$ cat config.mk
export PLATFORM = sky130hd
export DESIGN_NAME = gcd_arbiter
export DESIGN_NICKNAME = d
export VERILOG_FILES = /design/src/rtl/gcd_arbiter.sv
export SDC_FILE = /design/constraint.sdc
export NUM_CORES = 1
export LEC_CHECK = 0
export ABC_AREA = 0
export CORE_AREA = 2 2 156 158
export CTS_CLUSTER_DIAMETER = 30
export DETAILED_ROUTE_END_ITERATION = 10
export DIE_AREA = 0 0 158 160
export DONT_BUFFER_PORTS = 1
export PLACE_DENSITY = 0.56
export SETUP_SLACK_MARGIN = 0.4
export SLEW_MARGIN = 10
export SYNTH_ARGS = -nofsm -noshare
export SYNTH_HDL_FRONTEND = slang
export SYNTH_SLANG_ARGS = --single-unit
$ cat constraint.sdc
create_clock -name clk -period 4.5 [get_ports clk]
set_clock_uncertainty 0.2 [all_clocks]
set_input_delay 0.9 -clock clk [delete_from_list [all_inputs] [get_ports clk]]
set_output_delay 0.9 -clock clk [all_outputs]
set_load 0.1 [all_outputs]
$ cat src/rtl/gcd_arbiter.sv
`default_nettype none
// ============================================================================
// Module   : gcd_arbiter
// Purpose  : Round-robin front end sharing one GCD engine among NREQ
//            requesters. It takes one operand pair at a time, pulses the
//            engine start, collects the result (or times out) and returns it
//            on a tagged response channel with backpressure. Pairs with a
//            zero operand skip the engine and return a|b directly.
// Revision : 1.0 - initial release
// ============================================================================
module gcd_arbiter #(
    parameter int NREQ    = 4,
    parameter int W       = 32,
    parameter int BLANK   = 2,
    parameter int TIMEOUT = 1023
) (
    input  logic                    clk,
    input  logic                    reset,
    input  logic [NREQ-1:0]         req_valid,
    output logic [NREQ-1:0]         req_ready,
    input  logic [NREQ*W-1:0]       req_a,
    input  logic [NREQ*W-1:0]       req_b,
    output logic                    rsp_valid,
    input  logic                    rsp_ready,
    output logic [$clog2(NREQ)-1:0] rsp_id,
    output logic [W-1:0]            rsp_res,
    output logic                    rsp_err,
    output logic                    eng_start,
    output logic [W-1:0]            eng_a,
    output logic [W-1:0]            eng_b,
    input  logic                    eng_done,
    input  logic [W-1:0]            eng_res,
    output logic                    busy
);

    localparam int c_IDW     = $clog2(NREQ);
    localparam int c_IDW1    = c_IDW + 1;
    // Counter must reach both the blanking window and the timeout limit.
    localparam int c_CNT_MAX = (TIMEOUT > BLANK) ? TIMEOUT : BLANK;
    localparam int c_CNTW    = (c_CNT_MAX > 1) ? $clog2(c_CNT_MAX + 1) : 1;
    localparam int c_TO_LAST = (TIMEOUT > 0) ? TIMEOUT - 1 : 0;
    localparam bit c_TO_EN   = (TIMEOUT != 0);

    localparam logic [c_CNTW-1:0] c_CNT_SAT = {c_CNTW{1'b1}};
    localparam logic [c_CNTW-1:0] c_CNT_ONE = c_CNTW'(1);
    localparam logic [c_CNTW-1:0] c_BLANK   = c_CNTW'(BLANK);
    localparam logic [c_CNTW-1:0] c_TO_CNT  = c_CNTW'(c_TO_LAST);
    localparam logic [c_IDW1-1:0] c_NREQ    = c_IDW1'(NREQ);

    localparam logic [1:0] c_IDLE  = 2'd0;
    localparam logic [1:0] c_ISSUE = 2'd1;
    localparam logic [1:0] c_WAIT  = 2'd2;
    localparam logic [1:0] c_RESP  = 2'd3;

    logic [1:0]        r_state;
    logic [1:0]        w_state_nxt;
    logic [c_IDW-1:0]  r_last_grant;
    logic [c_IDW-1:0]  r_id;
    logic [W-1:0]      r_a;
    logic [W-1:0]      r_b;
    logic [W-1:0]      r_res;
    logic              r_err;
    logic [c_CNTW-1:0] r_cnt;

    logic              w_found;
    logic [c_IDW-1:0]  w_grant;
    logic [c_IDW1-1:0] w_idx;
    logic              w_accept;
    logic [W-1:0]      w_sel_a;
    logic [W-1:0]      w_sel_b;
    logic              w_bypass;
    logic              w_complete;
    logic              w_timeout;

    // Round-robin search starting one past the last served requester.
    always_comb begin
        w_found = 1'b0;
        w_grant = '0;
        w_idx   = '0;
        for (int i = 0; i < NREQ; i++) begin
            w_idx = {1'b0, r_last_grant} + c_IDW1'(i + 1);
            if (w_idx >= c_NREQ) begin
                w_idx = w_idx - c_NREQ;
            end
            if (!w_found && req_valid[w_idx[c_IDW-1:0]]) begin
                w_found = 1'b1;
                w_grant = w_idx[c_IDW-1:0];
            end
        end
    end

    assign w_accept   = (r_state == c_IDLE) && w_found && !reset;
    assign w_sel_a    = req_a[int'(w_grant)*W +: W];
    assign w_sel_b    = req_b[int'(w_grant)*W +: W];
    assign w_bypass   = (w_sel_a == '0) || (w_sel_b == '0);
    // Done is only trusted once the blanking window has elapsed; completion
    // takes priority over a coincident timeout.
    assign w_complete = (r_cnt >= c_BLANK) && eng_done;
    assign w_timeout  = c_TO_EN && (r_cnt == c_TO_CNT);

    // State register.
    always_ff @(posedge clk) begin
        if (reset) begin
            r_state <= c_IDLE;
        end else begin
            r_state <= w_state_nxt;
        end
    end

    // Next-state logic.
    always_comb begin
        w_state_nxt = r_state;
        case (r_state)
            c_IDLE: begin
                if (w_found) begin
                    w_state_nxt = w_bypass ? c_RESP : c_ISSUE;
                end
            end
            c_ISSUE: w_state_nxt = c_WAIT;
            c_WAIT: begin
                if (w_complete || w_timeout) begin
                    w_state_nxt = c_RESP;
                end
            end
            c_RESP: begin
                if (rsp_ready) begin
                    w_state_nxt = c_IDLE;
                end
            end
            default: w_state_nxt = c_IDLE;
        endcase
    end

    // State-decoded outputs; the grant is a combinational one-hot.
    always_comb begin
        req_ready = '0;
        for (int i = 0; i < NREQ; i++) begin
            req_ready[i] = w_accept && (w_grant == c_IDW'(i));
        end
        eng_start = (r_state == c_ISSUE);
        rsp_valid = (r_state == c_RESP);
        busy      = (r_state != c_IDLE);
    end

    // Operand, result, counter and round-robin pointer registers.
    always_ff @(posedge clk) begin
        if (reset) begin
            r_last_grant <= c_IDW'(NREQ - 1);
            r_id         <= '0;
            r_a          <= '0;
            r_b          <= '0;
            r_res        <= '0;
            r_err        <= 1'b0;
            r_cnt        <= '0;
        end else begin
            case (r_state)
                c_IDLE: begin
                    if (w_found) begin
                        r_a  <= w_sel_a;
                        r_b  <= w_sel_b;
                        r_id <= w_grant;
                        if (w_bypass) begin
                            r_res <= w_sel_a | w_sel_b;
                            r_err <= 1'b0;
                        end
                    end
                end
                c_ISSUE: begin
                    r_cnt <= '0;
                end
                c_WAIT: begin
                    if (r_cnt != c_CNT_SAT) begin
                        r_cnt <= r_cnt + c_CNT_ONE;
                    end
                    if (w_complete) begin
                        r_res <= eng_res;
                        r_err <= 1'b0;
                    end else if (w_timeout) begin
                        r_res <= '0;
                        r_err <= 1'b1;
                    end
                end
                c_RESP: begin
                    if (rsp_ready) begin
                        r_last_grant <= r_id;
                    end
                end
                default: ;
            endcase
        end
    end

    assign rsp_id  = r_id;
    assign rsp_res = r_res;
    assign rsp_err = r_err;
    assign eng_a   = r_a;
    assign eng_b   = r_b;

endmodule
`default_nettype wire

# Word level (Yosys, flattened, before mapping)
# Index checks and enable logic that the tools add are counted.
[word_totals] regBits=113 latchBits=0 ramBits=0 romBits=0 inputBits=296 out_inout_bits=106 elab_cells=108 mem_count=0
[classes] n_addsub=9 n_mul=0 div_mod_pow=0 magnitude_cmp=9 eq_ne=14 n_shift=2 n_mux=37 bitwise_logic=1 reduce_logical=28
[ops] op="indexed part select 128 x 8 -> 32 bit" n=2
[ops] op="two-way mux 32 bit" n=4
[ops] op="logical NOT 32 bit" n=2
[ops] op="one-hot mux 32 bit (2 select lines)" n=1
[ops] op="bitwise OR 32 bit" n=1
[ops] op="two-way mux 2 bit" n=12
[ops] op="one-hot mux 10 bit (2 select lines)" n=1
[ops] op="greater-or-equal comparator 3 bit, second input constant" n=4
[ops] op="< comparator 2 x 3 -> 1 bit, second input constant" n=4
[ops] op="two-way mux 1 bit" n=12
[ops] op="adder 10 x 1 -> 10 bit, second input constant" n=1
[ops] op="== test 10 bit, second input constant" n=1
[ops] op="greater-or-equal comparator 10 x 2 -> 1 bit, second input constant" n=1
[ops] op="logical AND 1 bit" n=10
[ops] op="two-way mux 10 bit" n=1
[ops] op="!= test 10 bit, second input constant" n=1
[ops] op="binary-select mux 1 bit (select 2 bit)" n=4
[ops] op="== test 2 bit, second input constant" n=4
[ops] op="!= test 2 bit, second input constant" n=4
[ops] op="one-hot mux 2 bit (4 select lines)" n=1
[ops] op="subtractor 2 x 1 -> 2 bit, second input constant" n=4
[ops] op="adder 2 x 2 -> 3 bit, second input constant" n=2
[ops] op="AND reduction 2 bit" n=3
[ops] op="nonzero test 2 bit" n=3
[ops] op="11 further kinds" n=17

# Depth between registers and ports, before layout
# Gate-level depths: netlist (run 1).
[depth] ltp_word=21 depth_mapped=14 mapped_depth_nobuf=10

# Worst setup path after synthesis (run 1)
# OpenSTA, ideal clock, no wires.
[synth_timing] path_kind="in2out" from="input req_valid[0]" to="output req_ready[2]" arrival_ps=5254 required_ps=3400 setup_slack_ps=-1854 path_stages=8 n_path_buf=4 cell_sequence="o211a_1 -> nor2_1 -> clkbuf_1 -> buf_1 -> nand2_1 -> clkbuf_1 -> buf_1 -> nor4_1"
[synth_via] elab_chain_len=15 word_cells_on_any_way=26 cone_classes="1 x eq/ne; 16 x mux; 9 x reduce/logical"
[synth_lines] item="start, declared" line_no="19" rtl="input logic [NREQ-1:0] req_valid,"
[synth_lines] item="binary-select mux 1 bit (select 2 bit)" line_no="85" rtl="if (!w_found && req_valid[w_idx[c_IDW-1:0]]) begin"
[synth_lines] item="two-way mux 1 bit (not written as such)" line_no="85"
[synth_lines] item="two-way mux 1 bit" line_no="85"
[synth_lines] item="logical NOT 1 bit" line_no="85"
[synth_lines] item="logical AND 1 bit" line_no="85"
[synth_lines] item="two-way mux 1 bit" line_no="85"
[synth_lines] item="logical NOT 1 bit" line_no="85"
[synth_lines] item="logical AND 1 bit" line_no="85"
[synth_lines] item="two-way mux 1 bit" line_no="85"
[synth_lines] item="logical NOT 1 bit" line_no="85"
[synth_lines] item="logical AND 1 bit" line_no="85"
[synth_lines] item="two-way mux 1 bit" line_no="85"
[synth_lines] item="logical AND 1 bit (2 in a row)" line_no="92" rtl="assign w_accept = (r_state == c_IDLE) && w_found && !reset;"
[synth_lines] item="logical AND 1 bit *" line_no="138" rtl="req_ready[i] = w_accept && (w_grant == c_IDW'(i));"
[synth_lines] item="end, declared" line_no="20" rtl="output logic [NREQ-1:0] req_ready,"
# Every way passes the cells marked *; elsewhere a longest branch is shown, timed or not. The select of a mux whose other input is x is not followed.

# Final worst setup path (run 1)
[layout_timing] from="input req_valid[0]" to="register r_state[1]"
[layout_via] elab_chain_len=18 word_cells_on_any_way=32 cone_classes="1 x eq/ne; 2 x shift; 19 x mux; 10 x reduce/logical"
[layout_lines] item="binary-select mux 1 bit (select 2 bit)" line_no="85"
[layout_lines] item="two-way mux 1 bit (not written as such)" line_no="85"
[layout_lines] item="two-way mux 1 bit" line_no="85"
[layout_lines] item="logical NOT 1 bit" line_no="85"
[layout_lines] item="logical AND 1 bit" line_no="85"
[layout_lines] item="two-way mux 1 bit" line_no="85"
[layout_lines] item="logical NOT 1 bit" line_no="85"
[layout_lines] item="logical AND 1 bit" line_no="85"
[layout_lines] item="(+2 left out)"
[layout_lines] item="logical AND 1 bit" line_no="85"
[layout_lines] item="two-way mux 2 bit" line_no="85"
[layout_lines] item="indexed part select 128 x 8 -> 32 bit, on equally long branches" line_no="93, 94"
[layout_lines] item="logical NOT 32 bit" line_no="95" rtl="assign w_bypass = (w_sel_a == '0) || (w_sel_b == '0);"
[layout_lines] item="logical OR 1 bit" line_no="95"
[layout_lines] item="two-way mux 2 bit" line_no="116" rtl="w_state_nxt = w_bypass ? c_RESP : c_ISSUE;"
[layout_lines] item="two-way mux 2 bit" line_no="115" rtl="if (w_found) begin"
[layout_lines] item="one-hot mux 2 bit (4 select lines)" line_no="113" rtl="case (r_state)"
[layout_lines] item="end signal, assigned" line_no="104" rtl="r_state <= c_IDLE;"
[layout_lines] item="end signal, assigned" line_no="106" rtl="r_state <= w_state_nxt;"
[layout_lines] item="end, declared" line_no="55" rtl="logic [1:0] r_state;"
# Several ways; a longest one is shown, not always the timed one. The select of a mux whose other input is x is not followed.
# A chain may end at the register's enable or synchronous reset.

==> run metrics, run 1 <==
first-pass GRT wire length=49.3 mm; Met1 Routed Length=13.4 mm; Slew Limit Fails=0; flops & latches, synth=113; YS warnings=0; Highest Signal Layer=met5; crit-path most repeated cell=buf_4; Worst path depth=12; max-cap violations=0; Net Count, Synth=1,301; Syn Inst Count=999; number of synthesized flops with an enable pin=0; total power draw=7.73 mW; Tmin final=3.97 ns; GR Util All Layers=26.3%; via count=8,207; CORE AREA=0.0238 mm2; main combinational cell family by area after synthesis=compound AO/OA/AOI/OAI gates; PD cells=873 mW/mm2; vias per cell=6.19; TritonCTS sink count=113; Critical path origin=req_valid[0]; Placer Congestion=0.905; simple logic cell fraction of the synthesized area=20.9%; max_slew headroom=22.3%; Seq/Total Area, Yosys=30.6%; post-synth top area share=30.6%; Synth area leader=dfxtp_1; outcome=finished clean; CP Cell Sequence=o211a_1, or2_2, nor2_4, buf_4, o21ai_0, a2111oi_1, nand4_1, buf_4, o22ai_2, buf_4, nor2_1, o41ai_1; Final Util=37.2%; Worst Tran Pin Value=1.17 ns; xor/xnor share of the synthesized area=0.474%; non-filler instance count after layout=1,326; Final nets=1,289; Detailed Route WL=34.6 mm; unrepaired setup endpoints after global routing=true; initial antenna violation count=3; fillers=2,533; Crit-path slowest cell=a2111oi_1; worst vdd ir=0.000378 V; routed len/inst=26.1 um; Max clock buf depth=2; fraction of registers with async set/reset=0%; Min-Delay Path Class=flop to flop; maximum number of pins on one net before global-route repair=99; Die W=158 um; launching element type of the critical path=input pin; Worst-path clk slew=0.06 ns; H-tree Lvls=4; DRT iter0 DRCs=747; dpl ws=-0.00656 ns; PnR worst setup slack=0.531 ns; Critical Path End Type=flop; layout cells sized above 1=15.3%; critical path's largest stage delay=0.47 ns; Reg2Reg Setup Slack=0.63 ns; Remaining DRCs=0; cell with the most instances after synthesis=nand2_1; Synth area leaders=dfxtp_1, nand2_1, a21oi_1; RR Endpoint=r_state[1]$_SDFFE_PP0P_; antenna-violating nets left=0; WP data required=4.62 ns; placed insts=1,290; family with the most delay on the worst path=compound AO/OA/AOI/OAI gates; Initial Util=31.1%; Crit Path Class=input pin to flop; Final Setup Violations=0; std cell rows=57; synthesized area=0.00740 mm2; CTS tree=built; FMAX=252 MHz; post-synthesis compound-gate area fraction=33.7%; post-DP HPWL=26.0 mm; Final period util=88.2%; largest fanout on the critical path=21; Ports=402; P&R area growth vs syn=19.7%; die area=0.0253 mm2; Clock Latency Late Sink=0.42 ns; CP endpoint=r_state[1]$_SDFFE_PP0P_; Netlist cell types=59; Final Hold Vio Count=0; Static Leakage=3.13 nW; vias in the first global route=7,790; die height=160 um; met3 WL=3.23 mm; Mapped Avg Cell Area=7.41 um2; Main synth FF type=dfxtp_1; worst hold margin=0.309 ns; routed wl met2=16.8 mm; synth cell count leaders=nand2_1, dfxtp_1, a21oi_1; IO buf count=0; clock buffer count from CTS=17; Critical Path AT=4.09 ns; post-synthesis mux area share=6.22%; reg2reg start=r_last_grant[0]$_SDFFE_PP1P_; R2R cell count=12; total grt overflow=0; adder-cell share of the synthesized area=1.01%; DR pass1 iterations=5; Worst Path Buf+Inv=3; Root Driver=clkbuf_16
registers in the layout (all words and copies together), names as in the netlist:
| register | flops |
|---|---|
| rsp_res | 32 |
| r_state | 2 |
| rsp_err | 1 |
| eng_a | 32 |
| r_last_grant | 2 |
| eng_b | 32 |
| r_cnt | 10 |
| rsp_id | 2 |
where the power goes:
part	total (mW)	switching, mW	leakage, nW	internal [mW]
clock	1.36	0.533	0.273	0.831
combinational	2.49	1.65	1.93	0.839
sequential	3.88	2.55	0.929	1.33
total	7.73	4.72	3.13	3.01
stage by stage:
stage	setup TNS, ns	instance area, um2
after floorplan	0	7530
after global placement	0	8220
after detailed placement	-0.00656	8220
after CTS	0	8800
after global routing	0	8850
final	0	8850
cell type report:
type / instances / area [um2] / area share [%]
flip-flops and latches: 113 / 2260 / 25.6
clock buffers: 20 / 447 / 5.05
well taps: 324 / 405 / 4.58
clock inverters: 12 / 135 / 1.53
multi-input cells: 756 / 4780 / 54.0
repair buffers: 77 / 732 / 8.27
inverters: 22 / 82.6 / 0.933
diodes: 2 / 5.00 / 0.0565
repair_timing:
action | in CTS | in global routing
setup endpoints to repair | 20 | 34
hold buffers | 0 | 0
gates resized for setup | 1 | 4
pin swaps | 0 | 1
setup buffers | 0 | 2
cloned | 0 | 0
how the worst min path moves through the flow:
stage | from | end | slack [ns] | depth (start not counted)
3_3_place_gp | r_cnt[9]$_SDFFE_PP0P_ | r_cnt[9]$_SDFFE_PP0P_ | 0.29 | 2
5_1_grt | reset | eng_b[31]$_SDFFE_PP0P_ | 0.33 | 1
4_1_cts | r_cnt[9]$_SDFFE_PP0P_ | r_cnt[9]$_SDFFE_PP0P_ | 0.32 | 2
6_report | r_cnt[9]$_SDFFE_PP0P_ | r_cnt[9]$_SDFFE_PP0P_ | 0.31 | 2
3_5_place_dp | r_cnt[9]$_SDFFE_PP0P_ | r_cnt[9]$_SDFFE_PP0P_ | 0.31 | 2
2_1_floorplan | r_cnt[9]$_SDFFE_PP0P_ | r_cnt[9]$_SDFFE_PP0P_ | 0.27 | 2
cell families after synthesis:
logic type,Yosys count
flops,113
buf+inv,130
compound gates,381
fa+ha+maj,6
mux,21
simple gates,344
xor+xnor,4
per-layer routing:
layer / GRT usage, % / up-vias
met5: 0 / -
li1: - / 3755
met1: 32.0 / 3890
met3: 6.92 / 66
met4: 9.46 / 2
met2: 44.5 / 494
cell usage in the layout, fill, tap and decap left out, drive strengths merged, types with 3 or more instances in the layout:
| cell type | n |
|---|---|
| nand2 | 193 |
| dfxtp | 113 |
| a21oi | 95 |
| o21ai | 92 |
| buf | 77 |
| nor2 | 39 |
| a22oi | 31 |
| a32oi | 30 |
| a311oi | 30 |
| nand3 | 29 |
| nor4 | 27 |
| inv | 23 |
| o211ai | 21 |
| o22ai | 21 |
| nand4 | 20 |
| mux4 | 20 |
| clkbuf | 20 |
| and3 | 17 |
| a211oi | 15 |
| a31oi | 13 |
| o311ai | 11 |
| ha | 6 |
| clkinv | 5 |
| xor2 | 4 |
| clkinvlp | 4 |
| or3 | 3 |
| nor2b | 3 |
| or4 | 3 |
| o41ai | 3 |
worst min-delay path, cell delays in order, from the launching register on:
cell and delay (ns):
dfxtp_1 0.33, o21ai_0 0.08, a21oi_1 0.06
Power figures use the tool's default switching activity.
==> run 2, diff against run 1 <==
==> constraint.sdc (replaced) <==
create_clock -name clk -period 4.5 [get_ports clk]
set_clock_uncertainty 0.2 [all_clocks]
set_input_delay 0.45 -clock clk [delete_from_list [all_inputs] [get_ports clk]]
set_output_delay 0.45 -clock clk [all_outputs]
set_load 0.1 [all_outputs]
==> run 2 against run 1 <==
Net effect:
- clock power up 10%
- critical path depth unchanged
- cell area down 2.0%
- flip-flop and latch count unchanged
- critical endpoint unchanged
- hold slack worse by 0.30 ns
- via count down 0.38%
- sequential share of layout area up 0.51 points
- final cell count down 0.98%
- sequential power about the same
- first-iteration DRC count up 8.8%
- utilization down 0.73 points
- combinational power down 2%
==> run metrics, run 2 (synthesis results as in run 1) <==
via count=8,176 (was 8,207); antenna-violating nets left=0 (unchanged); max_slew headroom=27.1% (was 22.3%); Final nets=1,272 (was 1,289); CORE AREA=0.0238 mm2 (unchanged); Final Util=36.4% (was 37.2%); Final Setup Violations=0 (unchanged); IO buf count=0 (unchanged); worst hold margin=0.0130 ns (was 0.309 ns); PD cells=900 mW/mm2 (was 873 mW/mm2); post-DP HPWL=27.2 mm (was 26.0 mm); placed insts=1,273 (was 1,290); Crit Path Class=flop to flop (was input pin to flop); Max clock buf depth=2 (unchanged); Crit-path slowest cell=nor4_1 (was a2111oi_1); non-filler instance count after layout=1,313 (was 1,326); Slew Limit Fails=0 (unchanged); critical path's largest stage delay=0.43 ns (was 0.47 ns); final instance area=0.00868 mm2 (was 0.00885 mm2); launching element type of the critical path=flop (was input pin); maximum number of pins on one net before global-route repair=94 (was 99); Clock Latency Late Sink=0.41 ns (was 0.42 ns); Detailed Route WL=35.9 mm (was 34.6 mm); Worst-path clk slew=0.06 ns (about the same); DR pass1 iterations=5 (unchanged); Min-Delay Path Class=input pin to flop (was flop to flop); CTS tree=built (unchanged); layout cells sized above 1=13.8% (was 15.3%); vias in the first global route=7,716 (was 7,790); GR Util All Layers=27.5% (was 26.3%); Worst Tran Pin Value=1.09 ns (was 1.17 ns); outcome=finished clean (unchanged); leading cell type in the layout, fill and taps excluded=nand2_1 (unchanged); placed cell area=0.00796 mm2 (was 0.00822 mm2); clock buffer count from CTS=17 (unchanged); commonest cells after routing, fill and taps aside=nand2_1, dfxtp_1, a21oi_1 (unchanged); Critical Path End Type=flop (unchanged); Final period util=88.1% (was 88.2%); worst vdd ir=0.000334 V (was 0.000378 V); initial antenna violation count=5 (was 3); TritonCTS sink count=113 (unchanged); std cell rows=57 (unchanged); vias per cell=6.23 (was 6.19); first-pass GRT wire length=51.4 mm (was 49.3 mm); P&R area growth vs syn=17.3% (was 19.7%); Remaining DRCs=0 (unchanged); H-tree Lvls=4 (unchanged); max-cap violations=0 (unchanged); total power draw=7.81 mW (was 7.73 mW); total grt overflow=0 (unchanged); CP Cell Sequence=o211a_1, or2_2, nor2_4, buf_6, buf_6, mux4_2, nor4_1, nand4_1, o22ai_2, buf_4, nor2_1, o41ai_1 (was o211a_1, or2_2, nor2_4, buf_4, o21ai_0, a2111oi_1, nand4_1, buf_4, o22ai_2, buf_4, nor2_1, o41ai_1); largest fanout on the critical path=22 (was 21); dpl ws=0.323 ns (was -0.00656 ns); FMAX=252 MHz (about the same); die height=160 um (unchanged); crit-path most repeated cell=buf_6 (was buf_4); Placer Congestion=0.892 (was 0.905); Static Leakage=3.05 nW (was 3.13 nW); unrepaired setup endpoints after global routing=false (was true); DRT iter0 DRCs=813 (was 747); routed len/inst=27.4 um (was 26.1 um); Worst Path Buf+Inv=3 (unchanged); Ports=402 (unchanged); Root Driver=clkbuf_16 (unchanged); family with the most delay on the worst path=simple AND/OR/NAND/NOR gates (was compound AO/OA/AOI/OAI gates); Tmin final=3.96 ns (was 3.97 ns); setup TNS=0 ns (unchanged); die area=0.0253 mm2 (unchanged); Critical Path AT=4.06 ns (was 4.09 ns); PnR worst setup slack=0.536 ns (was 0.531 ns); WP data required=4.60 ns (was 4.62 ns); Final Hold Vio Count=0 (unchanged); Die W=158 um (unchanged); Initial Util=31.1% (unchanged)
==> run 2: cell types whose count changed in the layout (fill, tap and decap cells not counted), sizes merged <==
cell,change
buf,-17
diode,+4
clkinvlp,-3
bufinv,+2
inv,+2
clkbuf,-1
==> run 2: repair_timing <==
action / in CTS / in global routing
pin swaps: 0 / 1
hold buffers: 1 / 0
hold endpoints to repair: 93 / 0
gates cloned: 0 / 0
resized for setup: 3 / 4
setup buffers: 0 / 1
setup endpoints to repair: 1 / 8
==> run 2: worst reg2reg max path: stages, from the launching register on <==
cell     delay [ns]
dfxtp_1        0.41
o211a_1        0.22
or2_2          0.35
nor2_4         0.16
buf_6          0.24
buf_6          0.26
mux4_2         0.39
nor4_1         0.43
nand4_1        0.27
o22ai_2        0.19
buf_4          0.28
nor2_1         0.07
o41ai_1        0.37
==> run 2: path summary, 6_finish.rpt <==
path                                     start                            to  slack [ns]  cells past startpoint
setup reg to reg  r_last_grant[0]$_SDFFE_PP1P_       r_state[1]$_SDFFE_PP0P_        0.54                     12
hold / removal                       rsp_ready  r_last_grant[0]$_SDFFE_PP1P_        0.01                      2
setup / recovery  r_last_grant[0]$_SDFFE_PP1P_       r_state[1]$_SDFFE_PP0P_        0.54                     12
hold reg to reg          r_cnt[9]$_SDFFE_PP0P_         r_cnt[9]$_SDFFE_PP0P_        0.31                      2
==> run 2: report_power, final <==
group | internal, mW | switching, mW
sequential | 1.33 | 2.55
clock | 0.954 | 0.546
combinational | 0.772 | 1.66
==> run 2: cell type report <==
cell class,instances,area [um2]
Inverter,22,82.6
Clock buffer,19,443
Clock inverter,13,200
Sequential cell,113,2260
Timing Repair Buffer,60,510
Tap cell,324,405
Antenna cell,6,15.0
Fill cell,2601,15100
Multi-Input combinational cell,756,4760
==> run 2: metal layers <==
metal  vias to the layer above  global-route usage [%]  share of wire, %
met4                         2                    6.10               1.4
met3                        38                    8.74                11
met5                         -                       0             0.019
met1                      3941                    38.1                43
met2                       481                    41.7                45
li1                       3714                       -                 -
==> patch 1, RTL diff (flow settings as in run 2) <==
Register the output `rsp_err` once more, with the module's reset; this adds one clock of latency there. The other outputs are not delayed to match.
--- a/src/rtl/gcd_arbiter.sv
+++ b/src/rtl/gcd_arbiter.sv
@@ -193,5 +193,11 @@
     assign rsp_id  = r_id;
     assign rsp_res = r_res;
-    assign rsp_err = r_err;
+    always_ff @(posedge clk) begin
+        if (reset) begin
+            rsp_err <= '0;
+        end else begin
+            rsp_err <= r_err;
+        end
+    end
     assign eng_a   = r_a;
     assign eng_b   = r_b;
Formal check against the unedited RTL: no difference found for any inputs over 4 cycles, from zero or initial values and one cycle with reset high; that may be too few to reach the edited logic, so the function may still have changed.
==> patch 1 against run 2 <==
- critical path depth fell by 1
- final area barely moved
- count of clock-buffer cells in the layout fell by 2
- global-route usage fell by 0.55 points
- sequential power barely moved
- core utilization barely moved
- area after synthesis barely moved
- wire length fell by 0.68%
- setup slack improved by 0.14 ns
- power fell by 4.5%
- die area did not move
- critical endpoint is now r_err
- sequential cell count rose by 1
- worst hold slack improved by 0.013 ns
==> patch 1: results (changes against run 2) <==
[sta]
whs_ns=0.02643  ; +0.01342 ns
slew_headroom_pct=23.02  ; -4.1 points

[logic_synthesis]
yosys.cell_types.count=58  ; -1.7%
synth-main-ff-cell=dfxtp_1
ys_warn_count=0  ; unchanged
yosysSeqAreaShare_pct=30.83  ; +0.25 points
synthArstFlopShare_pct=0  ; unchanged
synthTopCellsByCount=nand2_1, dfxtp_1, o21ai_0
synth.area.top_cells=dfxtp_1, nand2_1, mux4_2, o21ai_0, a21oi_1

[global_routing]
grt_pass1_wl_mm=50.16  ; -2.4%
first_global_vias=7261  ; -5.9%
antenna_found_initial=3  ; -2
grt_max_degree=88  ; -6.4%
grt_use_total_pct=26.95  ; -0.55 points

[pwr]
p_leak_nw=3.263  ; +7.0%
ir_worst_vdd_v=0.0004665  ; +39%

[worst_setup_path]
rr_worst_depth=11  ; -1
rrSetupSlack_ns=0.67  ; +0.14 ns
crit_arrival_ns=3.94  ; -0.12 ns
max_stage_delay_ns=0.58  ; +0.15 ns
cpMaxStageDelayCell=nor2b_1
path_max_fanout=14  ; -36%

[clock_network]
clk_latency_ns=0.42
numCtsBuffers=17  ; unchanged
clockBufferDepth=2  ; unchanged
clk_pin_slew_worst_paths_ns=0.06  ; about the same
htreeDepth=4  ; unchanged

[run_status]
outcome=complete, no violations

[layout]
drive_gt1_share_pct=12.88  ; -0.96 points
final_nets=1252  ; -1.6%

[hold_path]
hold_depth=2  ; unchanged
hp-class=input port to register

[placed_design]
hpwl_mm=26.36  ; -3.2%
io_buffers=0  ; unchanged
place_congestion=0.9443  ; +5.9%

[route]
drt_iter0_drc=755  ; -7.1%
first_pass_iters=5  ; unchanged
dr_total_vias=7857  ; -3.9%
wire_per_inst_um=27.62  ; +0.94%

[patch 1: cell types whose count changed in the layout (fill, tap and decap cells not counted), moves of 14 or more]
cell      change
mux2i_1      +32
nand2b_1     +32
a22oi_1      -29
nand3_1      +25
a21oi_1      -20
a21o_1       +19
o211ai_1     -19
o22ai_1      -19
nor2_1       -18
a211o_1      +16
nand4_1      -14
nor3_1       +14
[patch 1: cell type report]
class	count	area [µm²]
inverter	9	33.78
timing repair buffer	53	478.0
clock inverter	15	182.7
antenna	5	12.51
tap	324	405.4
sequential	114	2283
clock buffer	17	425.4
multi-input combinational	755	4858
fill	2564	15140
[patch 1: timing repair]
item	in CTS	in global routing
buffers inserted	0	1
endpoints found under the hold margin	86	0
cloned	0	2
pin swaps	0	2
resized for setup	1	2
setup endpoints to repair	9	22
hold buffers	5	0
[patch 1: power by group]
part           switching (W)  internal [W]  leakage, nW
Combinational        0.00144      0.000728         2.04
Sequential           0.00253       0.00134        0.938
Clock               0.000544      0.000876        0.287
Total                0.00452       0.00294         3.26
[patch 1: critical path: cells and delay by family (launching register included)]
kind / cells / cell delay [ns]
AO/OA/AOI/OAI: 5 / 1.30
flip-flops: 1 / 0.39
AND/OR/NAND/NOR: 3 / 1.04
multiplexers: 1 / 0.32
buffers and inverters: 2 / 0.45
[patch 1: cells by family after synthesis]
group	count (synthesis)	synth area share, %
XOR/XNOR	7	0.8281
buffers and inverters	102	5.746
AND/OR/NAND/NOR	394	24.76
adder cells (fa/ha/maj)	6	1.014
AO/OA/AOI/OAI	292	26.13
multiplexers	54	10.70
flip-flops	114	30.83
[patch 1: path summary, 6_finish.rpt]
kind	from	endpoint
worst max register to register	r_last_grant[0]	r_err
worst max-delay path	r_last_grant[0]	r_err
worst min-delay path	reset	rsp_res[12]
worst min register to register	r_err	rsp_err
[patch 1: metal layers]
| metal | track usage [%] | wire (µm) | part of all wire, % |
|---|---|---|---|
| met3 | 7.490 | 3157 | 8.8 |
| met4 | 9.009 | 891 | 2.5 |
| met1 | 35.34 | 15000 | 42 |
| met5 | 0 | 0 | 0 |
| met2 | 42.59 | 16640 | 47 |
[patch 1: stage by stage]
stage / power, W / area [µm²] / util, % / setup WS (ns) / cells
after floorplan: 0.005250 / 7437 / - / 0.2432 / 969
after global placement: 0.006010 / 7948 / 33.36 / 0.4068 / 1247
after detailed placement: 0.006013 / 7948 / 33.36 / 0.3886 / 1247
after CTS: 0.007484 / 8630 / 36.23 / 0.4811 / 1284
after global routing: 0.007756 / 8675 / 36.42 / 0.4083 / 1290
final: 0.007463 / 8680 / 36.44 / 0.6720 / 1292
==> patch 2, RTL diff (flow settings as in run 2) <==
Made on the original files. `BLANK`: 2 -> 4.
--- a/src/rtl/gcd_arbiter.sv
+++ b/src/rtl/gcd_arbiter.sv
@@ -12,5 +12,5 @@
     parameter int NREQ    = 4,
     parameter int W       = 32,
-    parameter int BLANK   = 2,
+    parameter int BLANK   = 4,
     parameter int TIMEOUT = 1023
 ) (
Behaviour: same outputs for any inputs over 4 cycles, from zero or initial values and one cycle with reset high; that may be too few to reach the edited logic, so the function may still have changed.
==> patch 2 against run 2 <==
- area after synthesis increased by 1.0%
- power decreased by 2.1%
- final area fell by 1.3%
- setup slack improved by 0.082 ns
- synthesized cell count rose by 4.1%
- sequential cell count did not move
- wire length decreased by 1.1%
==> patch 2: results (changes against run 2) <==
[run_status]
outcome=complete, no violations

[route]
wl_met1_mm=14.81  ; -3.1%
viasPerCell=6.260  ; +0.54%

[layout]
syn_to_final_growth_pct=14.69
drive_gt1_share_pct=11.78  ; -2.1 points

[global_routing]
grt_use_total_pct=26.42  ; -1.1 points
met2_usage_pct=41.28  ; -0.43 points
antenna_found_initial=2  ; -3
grt_pass1_wl_mm=49.36  ; -4.0%
use_met1_pct=34.61  ; -3.5 points

[worst_setup_path]
endpoint=rsp_err
r2r-start=r_last_grant[1]
cp.required_ns=4.61  ; about the same
path_max_fanout=30  ; +36%

[logic_synthesis]
synthesis.nets=1343  ; +3.2%
postSynthCellCount=1040  ; +4.1%
yosysSeqAreaShare_pct=30.27  ; -0.30 points
synth_compound_area_share_pct=31.56  ; -2.1 points

[placed_design]
post_dp_cell_area_um2=7896  ; -0.80%
place_congestion=0.9214  ; +3.3%

[clock_network]
cts_hold_buf=3  ; +2

[sta]
whs_ns=0.03776  ; +0.02474 ns
slew_headroom_pct=18.97  ; -8.1 points

[hold_path]
whs_endpoint=r_last_grant[1]

[pwr]
p_leak_nw=2.913  ; -4.4%

[patch 2: power by group]
part / switching (W) / leakage [nW] / internal (W)
Sequential: 0.00247 / 0.930 / 0.00132
Clock: 0.000556 / 0.286 / 0.000841
Combinational: 0.00169 / 1.70 / 0.000761
Total: 0.00472 / 2.91 / 0.00293
[patch 2: critical path: stages (launching register included)]
cell and delay, ns:
dfxtp_1 0.35, buf_4 0.17, and2_1 0.17, o21a_2 0.42, buf_12 0.26, a311oi_2 0.41, a22oi_1 0.30, nor4_1 0.39
nand4_1 0.24, a2bb2oi_2 0.22, buf_4 0.22, and4_1 0.21, a41o_1 0.19
[patch 2: final cells by class]
class | instances | share of cell area [%]
multi-input combinational | 810 | 56.90
sequential | 113 | 26.40
clock buffer | 19 | 5.169
tap | 324 | 4.731
timing repair buffer | 45 | 4.526
clock inverter | 13 | 1.781
inverter | 10 | 0.4380
antenna | 2 | 0.05840
